$ cat config.mk
export PLATFORM = sky130hd
export DESIGN_NAME = phy_rx
export DESIGN_NICKNAME = d
export VERILOG_FILES = /design/src/rtl/phy_rx.sv
export SDC_FILE = /design/constraint.sdc
export NUM_CORES = 1
export LEC_CHECK = 0
export ABC_AREA = 1
export CORE_MARGIN = 2
export CORE_UTILIZATION = 56
export DETAILED_ROUTE_END_ITERATION = 12
export PLACE_DENSITY = 0.92
export REMOVE_ABC_BUFFERS = 1
export SLEW_MARGIN = 10
export SYNTH_ARGS = -nofsm -noshare
export SYNTH_HDL_FRONTEND = slang
export SYNTH_SLANG_ARGS = --single-unit
$ cat constraint.sdc
create_clock -name clk32f -period 2.5 [get_ports clk32f]
set_input_delay 0.375 -clock clk32f [delete_from_list [all_inputs] [get_ports clk32f]]
set_output_delay 0.375 -clock clk32f [all_outputs]
set_load 0.005 [all_outputs]
$ cat src/rtl/phy_rx.sv
// Serial-to-parallel receiver: comma-based byte alignment, then round-robin
// delivery of data bytes onto four output lanes.

module phy_rx_lane (
   input  logic       clk_i,
   input  logic       rst_i,
   input  logic       wr_i,
   input  logic [7:0] data_i,
   output logic [7:0] data_o,
   output logic       vld_o
);

   logic [7:0] data_q;
   logic       vld_q;

   always_ff @(posedge clk_i or posedge rst_i) begin
      if (rst_i) begin
         data_q <= 8'h00;
         vld_q  <= 1'b0;
      end else begin
         vld_q <= wr_i;
         if (wr_i) data_q <= data_i;
      end
   end

   assign data_o = data_q;
   assign vld_o  = vld_q;

endmodule

module phy_rx #(
   parameter logic [7:0] COMMA    = 8'hBC,
   parameter int         LOCK_CNT = 4
) (
   input  logic       clk32f,
   input  logic       reset,
   input  logic       in_serial,
   output logic [7:0] out0,
   output logic [7:0] out1,
   output logic [7:0] out2,
   output logic [7:0] out3,
   output logic [3:0] valid_out,
   output logic       active
);

   localparam int NUM_LANES = 4;
   localparam int LOCK_N    = (LOCK_CNT < 1) ? 1 : LOCK_CNT;
   localparam int CW        = $clog2(LOCK_N + 1);
   localparam logic [CW-1:0] LOCK_V = CW'(LOCK_N);

   localparam logic [1:0] S_HUNT   = 2'd0;
   localparam logic [1:0] S_ALIGN  = 2'd1;
   localparam logic [1:0] S_LOCKED = 2'd2;

   logic [1:0]    state_q, state_d;
   logic [7:0]    sr_q;
   logic [2:0]    bit_q, bit_d;
   logic [CW-1:0] comma_q, comma_d, comma_inc;
   logic [1:0]    lane_q, lane_d;
   logic          active_q, active_d;

   logic [7:0]    cand;
   logic          is_comma;
   logic          boundary;
   logic [NUM_LANES-1:0]       wr;
   logic [NUM_LANES-1:0][7:0]  lane_data;

   // The byte completing on this edge includes the bit being sampled now.
   assign cand      = {sr_q[6:0], in_serial};
   assign is_comma  = (cand == COMMA);
   assign boundary  = (bit_q == 3'd7);
   assign comma_inc = (comma_q == LOCK_V) ? comma_q : comma_q + 1'b1;

   always_comb begin
      state_d  = state_q;
      bit_d    = bit_q + 3'd1;
      comma_d  = comma_q;
      lane_d   = lane_q;
      active_d = active_q;
      wr       = '0;
      case (state_q)
         S_HUNT: begin
            bit_d = 3'd0;
            if (is_comma) begin
               comma_d = CW'(1);
               if (LOCK_V <= CW'(1)) begin
                  state_d  = S_LOCKED;
                  active_d = 1'b1;
               end else begin
                  state_d = S_ALIGN;
               end
            end
         end
         S_ALIGN: begin
            if (boundary) begin
               if (is_comma) begin
                  comma_d = comma_inc;
                  if (comma_inc >= LOCK_V) begin
                     state_d  = S_LOCKED;
                     active_d = 1'b1;
                  end
               end else begin
                  state_d = S_HUNT;
                  comma_d = '0;
               end
            end
         end
         S_LOCKED: begin
            if (boundary) begin
               if (is_comma) begin
                  lane_d = 2'd0;
               end else begin
                  wr[lane_q] = 1'b1;
                  lane_d     = lane_q + 2'd1;
               end
            end
         end
         default: begin
            state_d = S_HUNT;
            comma_d = '0;
         end
      endcase
   end

   always_ff @(posedge clk32f or posedge reset) begin
      if (reset) begin
         state_q  <= S_HUNT;
         sr_q     <= 8'h00;
         bit_q    <= 3'd0;
         comma_q  <= '0;
         lane_q   <= 2'd0;
         active_q <= 1'b0;
      end else begin
         state_q  <= state_d;
         sr_q     <= cand;
         bit_q    <= bit_d;
         comma_q  <= comma_d;
         lane_q   <= lane_d;
         active_q <= active_d;
      end
   end

   for (genvar g = 0; g < NUM_LANES; g++) begin : g_lane
      phy_rx_lane u_lane (
         .clk_i  (clk32f),
         .rst_i  (reset),
         .wr_i   (wr[g]),
         .data_i (cand),
         .data_o (lane_data[g]),
         .vld_o  (valid_out[g])
      );
   end

   assign out0   = lane_data[0];
   assign out1   = lane_data[1];
   assign out2   = lane_data[2];
   assign out3   = lane_data[3];
   assign active = active_q;

endmodule

# After elaboration in Yosys (flattened, before gate mapping)
# Index checks and enable logic that the tools add are counted.
[totals]
ff_bits = 54
word_cells = 52
out_inout_bits = 37
[classes]
n_lt_le_gt_ge = 3
muxes = 17
reduce_logical = 6
n_eq_ne = 8
bitwise_logic = 1
add_sub_neg = 3
[op_table]
columns = ["operator", "count"]
rows = [
  ["3-bit 2-to-1 mux", 5],
  ["4-bit 2-to-1 mux", 3],
  ["2-bit 2-to-1 mux", 5],
  ["3-bit one-hot mux with 3 select lines", 1],
  ["8-bit equality test, second input constant", 1],
  ["4-bit AND reduction", 2],
  ["3-bit by 1-bit adder with 3-bit output, second input constant", 2],
  ["3-bit equality test, second input constant", 2],
  ["2-bit one-hot mux with 3 select lines", 1],
  ["2-bit inequality test, second input constant", 2],
  ["3-bit >= comparator, second input constant", 1],
  ["2-bit by 3-bit less-than comparator with 1-bit output, second input constant", 1],
  ["3-bit inequality test, second input constant", 1],
  ["3-bit AND reduction", 1],
  ["2-bit by 1-bit adder with 2-bit output, second input constant", 1],
  ["1-bit demux with 2-bit select", 1],
  ["2-bit by 1-bit equality test with 1-bit output, second input constant", 1],
  ["2-bit equality test, second input constant", 1],
  ["2-bit by 1-bit >= comparator with 1-bit output, second input constant", 1],
  ["2-bit logical NOT", 1],
  ["2-bit AND reduction", 1],
  ["1-bit logical AND", 1],
  ["1-bit 2-to-1 mux", 1],
  ["1-bit NOT", 1],
]

# Logic depth before layout (Yosys ltp)
[depth]
depth_word = 7
mapped_depth = 9
depth_no_buf = 9

# Cells and area by module
# From an unflattened synthesis, not the netlist that was laid out.
[hier_totals]
cells_unflattened = 261
area_unflattened_um2 = 2287.2
[modules_own_cells]
columns = ["module", "area_per_inst_um2", "cells_each", "instances", "seq_area_each_um2"]
rows = [
  ["phy_rx_lane", 334.1, 36, 4, 225.2],
  ["phy_rx", 950.9, 117, 1, 450.4],
]

# Least setup slack after synthesis
# OpenSTA, ideal clock, no wires.
[synth_path]
path_type = "register to register"
start = "register bit_q[0]"
end = "register g_lane[1].u_lane.data_q[5]"
required_ns = 2.379
path_slack_ns = 1.080
path_buffers = 1
path_stages_with_launch = 9
period_less_slack_ns = 1.420
arrival_ns = 1.299
setup_time_ns = 0.121
path_cell_list = "dfrtp_1 -> ha_1 -> ha_1 -> inv_1 -> nor2_4 -> nand2_8 -> buf_12 -> o21ai_1 -> nand2_1"
[synth_between]
elab_chain_len = 3
[synth_rtl]
columns = ["element", "line_no", "source"]
rows = [
  ["from (decl)", "57", "logic [2:0] bit_q, bit_d;"],
  ["from (signal assigned)", "136", "bit_q <= bit_d;"],
  ["3-bit equality test", "71", "assign boundary = (bit_q == 3'd7);"],
  ["4-bit 2-to-1 mux", "109", "if (boundary) begin"],
  ["4-bit 2-to-1 mux", "81", "case (state_q)"],
  ["to (signal assigned)", "22", "if (wr_i) data_q <= data_i;"],
  ["to (decl)", "13", "logic [7:0] data_q;"],
]
# No other way between the ends.
# A chain may end at the register's enable or synchronous reset.

# Worst setup path in the final report
[layout_path]
start = "register bit_q[0]"
end = "register g_lane[0].u_lane.data_q[6]"
[layout_between]
elab_chain_len = 3
[layout_rtl]
columns = ["element", "line_no", "source"]
rows = [
  ["3-bit equality test", "71", ""],
  ["4-bit 2-to-1 mux", "109", ""],
  ["4-bit 2-to-1 mux", "81", ""],
  ["net g_lane[0].u_lane.wr_i", "7", "input logic wr_i,"],
  ["to (signal assigned)", "22", ""],
  ["to (decl)", "13", ""],
]
# The timed path passes the listed nets, and every way through them passes these cells.

==> report_table.html <==
<table>
<tr><th>Metric</th><th>Value</th></tr>
<tr><th colspan="2">Detailed routing</th></tr>
<tr><td>Drt via density</td><td>5.175</td></tr>
<tr><td>Detailed router's first-iteration violation count</td><td>96</td></tr>
<tr><td>Number of detailed-route iterations in the first pass</td><td>5</td></tr>
<tr><td>Post-route antenna net violation count</td><td>0</td></tr>
<tr><td>DR DRC count</td><td>0</td></tr>
<tr><td>WL per Instance</td><td>13.82 um</td></tr>
<tr><td>Overall routed net length</td><td>4740 um</td></tr>
<tr><td>Total number of vias</td><td>1775</td></tr>
<tr><th colspan="2">Pwr</th></tr>
<tr><td>VDD IR max</td><td>461.3 uV</td></tr>
<tr><td>P per Cell Area</td><td>624.0 nW/um2</td></tr>
<tr><td>Leakage power summed over all cells</td><td>0.001348 uW</td></tr>
<tr><th colspan="2">Clock tree</th></tr>
<tr><td>Master cell of the clock root buffer</td><td>sky130_fd_sc_hd__clkbuf_8</td></tr>
<tr><td>CTS max path bufs</td><td>2</td></tr>
<tr><td># hold bufs at CTS</td><td>0</td></tr>
<tr><td>Post-CTS setup repair buffer count</td><td>0</td></tr>
<tr><td>Post-cts gate resize count</td><td>0</td></tr>
<tr><td>Worst-skew pair later-pin latency</td><td>0.31 ns</td></tr>
<tr><td>Clock buffer count from CTS</td><td>5</td></tr>
<tr><td>CTS tree</td><td>yes</td></tr>
<tr><td>Depth of the CTS H-tree</td><td>2</td></tr>
<tr><td>Clock tree sinks</td><td>54</td></tr>
<tr><td>Clock transition at the register clock pins on the worst setup and hold paths after CTS</td><td>0.09 ns</td></tr>
<tr><th colspan="2">Global routing</th></tr>
<tr><td>Global router's overall resource usage</td><td>23.21%</td></tr>
<tr><td>Pin count of the biggest net entering global routing</td><td>37</td></tr>
<tr><td>Global route total overflow</td><td>0</td></tr>
<tr><td>Global-route wire length before repair</td><td>7817 um</td></tr>
<tr><td>Via count of the first global-routing pass</td><td>1761</td></tr>
<tr><td>Antenna violations before repair</td><td>0</td></tr>
<tr><th colspan="2">Critical path</th></tr>
<tr><td>Slowest stage cell on the critical path</td><td>sky130_fd_sc_hd__dfrtp_1</td></tr>
<tr><td>Endpoint of the worst-slack reg-to-reg timing path</td><td>g_lane[0].u_lane.data_o[6]</td></tr>
<tr><td>Cell Chain, Critical Path</td><td>ha_1, ha_1, inv_1, nor2_4, nand2_8, nor2_4, nand2_1, nand2_1</td></tr>
<tr><td>Setup slack, reg-to-reg</td><td>0.81 ns</td></tr>
<tr><td>Worst path required time</td><td>2.75 ns</td></tr>
<tr><td>R2R cell count</td><td>8</td></tr>
<tr><td>Kind of capture point of the worst setup path</td><td>register</td></tr>
<tr><td>Category of the most critical setup path</td><td>register to register</td></tr>
<tr><td>Worst EP arrival</td><td>1.94 ns</td></tr>
<tr><td>Critical path peak fanout</td><td>36</td></tr>
<tr><td>Crit path largest cell delay</td><td>0.36 ns</td></tr>
<tr><td>Critical Path Start Type</td><td>register</td></tr>
<tr><td>Startpoint of the most critical register-to-register path</td><td>bit_q[0]</td></tr>
<tr><th colspan="2">Floorplanning</th></tr>
<tr><td>Effective utilization at floorplan</td><td>58.55%</td></tr>
<tr><td>Number of cell rows</td><td>23</td></tr>
<tr><td>Core region area</td><td>4000 um2</td></tr>
<tr><td>I/O Pins</td><td>40</td></tr>
<tr><td>Die extent in y</td><td>68.67 um</td></tr>
<tr><td>DIE AREA</td><td>4716 um2</td></tr>
<tr><td>Width of the chip</td><td>68.67 um</td></tr>
<tr><th colspan="2">STA</th></tr>
<tr><td>Final critical-path setup slack</td><td>0.8099 ns</td></tr>
<tr><td>Minimum clock period</td><td>1.690 ns</td></tr>
<tr><td>RSZ-0062 raised after global routing</td><td>no</td></tr>
<tr><td>Final count of hold timing violations</td><td>0</td></tr>
<tr><td>Actual slew at the worst max-slew pin</td><td>0.3646 ns</td></tr>
<tr><td>Slew Limit Fails</td><td>0</td></tr>
<tr><td>Setup Viol. Count Final</td><td>0</td></tr>
<tr><td>Max-slew headroom</td><td>75.67%</td></tr>
<tr><td>Maximum clock frequency</td><td>0.5917 GHz</td></tr>
<tr><td>Portion of the clock cycle consumed by the worst path in the final layout</td><td>67.61%</td></tr>
<tr><td>Setup clock skew after layout</td><td>0.003155 ns</td></tr>
<tr><td>Total negative slack</td><td>0 ns</td></tr>
<tr><th colspan="2">Placed design</th></tr>
<tr><td>GPL Wtd Cong</td><td>0.8140</td></tr>
<tr><td>Post-detailed-placement half-perimeter wirelength</td><td>3340 um</td></tr>
<tr><td>Number of placed instances, taps included</td><td>335</td></tr>
<tr><td>Worst slack, placed</td><td>0.7149 ns</td></tr>
<tr><td>Cell Area, Placed</td><td>2738 um2</td></tr>
<tr><td>IO Port Bufs</td><td>39</td></tr>
<tr><th colspan="2">Outcome</th></tr>
<tr><td>Run status</td><td>finished clean</td></tr>
<tr><th colspan="2">Logic synthesis</th></tr>
<tr><td>Flops &amp; latches, synth</td><td>54</td></tr>
<tr><td>Gate Count Post-Synth</td><td>250</td></tr>
<tr><td>Area of the mapped netlist</td><td>2342 um2</td></tr>
<tr><td>Count of yosys warnings during synthesis</td><td>0</td></tr>
<tr><td>Syn_area_per_cell</td><td>9.369 um2</td></tr>
<tr><td>Number of distinct library cells after synthesis</td><td>18</td></tr>
<tr><td>Sequential element share of the synthesized area</td><td>57.69%</td></tr>
<tr><th colspan="2">Final layout</th></tr>
<tr><td>Antenna cell count</td><td>0</td></tr>
<tr><td>Layout cells sized above 1</td><td>8.532%</td></tr>
<tr><td>Fraction of the core area covered by cells at the end of the flow</td><td>72.01%</td></tr>
<tr><td>Post-route design area</td><td>2880 um2</td></tr>
<tr><td>Nets</td><td>303</td></tr>
<tr><td>Fillers</td><td>300</td></tr>
<tr><td>Synth-to-Final Area Change</td><td>22.97%</td></tr>
<tr><td>Final cell count without fillers</td><td>343</td></tr>
<tr><th colspan="2">Hold path</th></tr>
<tr><td>Worst min path class</td><td>primary input to asynchronous set/reset pin</td></tr>
<tr><th colspan="2">Job</th></tr>
<tr><td>Max-capacitance violation count</td><td>0</td></tr>
</table>
cells in the mapped netlist:
master | n | area (um2)
sky130_fd_sc_hd__nand3_1 | 7 | 35.03
sky130_fd_sc_hd__buf_4 | 4 | 30.03
sky130_fd_sc_hd__nor3_1 | 1 | 5.000
sky130_fd_sc_hd__inv_1 | 23 | 86.33
sky130_fd_sc_hd__nor2_1 | 11 | 41.29
sky130_fd_sc_hd__buf_8 | 2 | 30.03
sky130_fd_sc_hd__nor2_2 | 2 | 12.51
sky130_fd_sc_hd__inv_2 | 1 | 3.750
sky130_fd_sc_hd__o21ai_0 | 5 | 25.02
sky130_fd_sc_hd__nand2_8 | 1 | 20.02
sky130_fd_sc_hd__ha_1 | 8 | 100.1
sky130_fd_sc_hd__buf_12 | 1 | 20.02
sky130_fd_sc_hd__nand2_4 | 1 | 11.26
sky130_fd_sc_hd__o21ai_1 | 27 | 135.1
sky130_fd_sc_hd__nand2_1 | 94 | 352.8
sky130_fd_sc_hd__dfrtp_1 | 54 | 1351
sky130_fd_sc_hd__o21ai_2 | 3 | 26.28
sky130_fd_sc_hd__nor2_4 | 5 | 56.30
flip-flops by register name, indices dropped and copies added, names as in the netlist:
name / cells
sr_q: 7
g_lane.u_lane.data_o: 32
bit_q: 3
state_q: 2
comma_q: 3
active: 1
lane_q: 2
g_lane.u_lane.vld_o: 4
metrics by stage:
stage,total power (uW),hold slack (ns)
floorplan,1011,0.4064
global placement,1107,0.4207
detailed placement,1115,0.4240
CTS,1815,0.3588
global route,1864,0.3812
finish,1797,0.3460
metal layers:
layer | part of all wire [%] | wire length, um | track usage, %
met4 | 3.4 | 163 | 11.50
met1 | 41 | 1940 | 26.91
met3 | 5.2 | 245 | 6.494
met5 | 0 | 0 | 0
met2 | 50 | 2390 | 39.30
critical path: cells and delay by family (launching register included):
| kind | cells | cell delay [ns] |
|---|---|---|
| AND/OR/NAND/NOR | 5 | 0.85 |
| buffers and inverters | 1 | 0.08 |
| flip-flops | 1 | 0.36 |
| adder cells (fa/ha/maj) | 2 | 0.33 |
report_power, final:
| group | leakage [uW] | internal [uW] | switching [uW] | total (uW) |
|---|---|---|---|---|
| logic | 0.000636 | 82.4 | 62.9 | 145 |
| clock network | 0.0000714 | 427 | 275 | 702 |
| registers | 0.000641 | 915 | 35.4 | 950 |
| total | 0.00135 | 1420 | 373 | 1800 |
kinds of logic (layout without fill, tap and decap cells):
family / count (synthesis) / in the layout / synth area share [%]
AND/OR/NAND/NOR: 122 / 122 / 22.81
flip-flops: 54 / 54 / 57.69
buffers and inverters: 31 / 74 / 7.265
adder cells (fa/ha/maj): 8 / 8 / 4.274
AO/OA/AOI/OAI: 35 / 35 / 7.959
layout by cell type, fill, tap and decap left out, drive strengths merged:
master / synthesis / layout
nand2: 96 / 96
dfrtp: 54 / 54
clkdlybuf4s50: 0 / 39
o21ai: 35 / 35
inv: 24 / 24
nor2: 18 / 18
ha: 8 / 8
nand3: 7 / 7
clkbuf: 0 / 6
buf: 7 / 3
bufinv: 0 / 2
nor3: 1 / 1
layout make-up:
cell class	instances	area, um2	area share, %
clock buffers	6	82.58	2.867
clock inverters	2	60.06	2.085
inverters	24	90.09	3.128
multi-input cells	165	820.8	28.50
flip-flops and latches	54	1351	46.92
well taps	50	62.56	2.172
repair buffers	42	412.9	14.34
worst max-delay path by stage:
stage / slack, ns / end / start / cells after the start
after floorplan: 0.81 / active / reset / 1
final: 0.81 / g_lane[0].u_lane.data_o[6] / bit_q[0] / 8
after detailed placement: 0.71 / g_lane[0].u_lane.data_o[7] / in_serial / 9
after global placement: 0.76 / g_lane[0].u_lane.data_o[4] / in_serial / 9
after global routing: 0.70 / g_lane[0].u_lane.data_o[1] / bit_q[0] / 8
after CTS: 0.80 / g_lane[0].u_lane.data_o[7] / bit_q[0] / 8
Power figures use the tool's default switching activity.
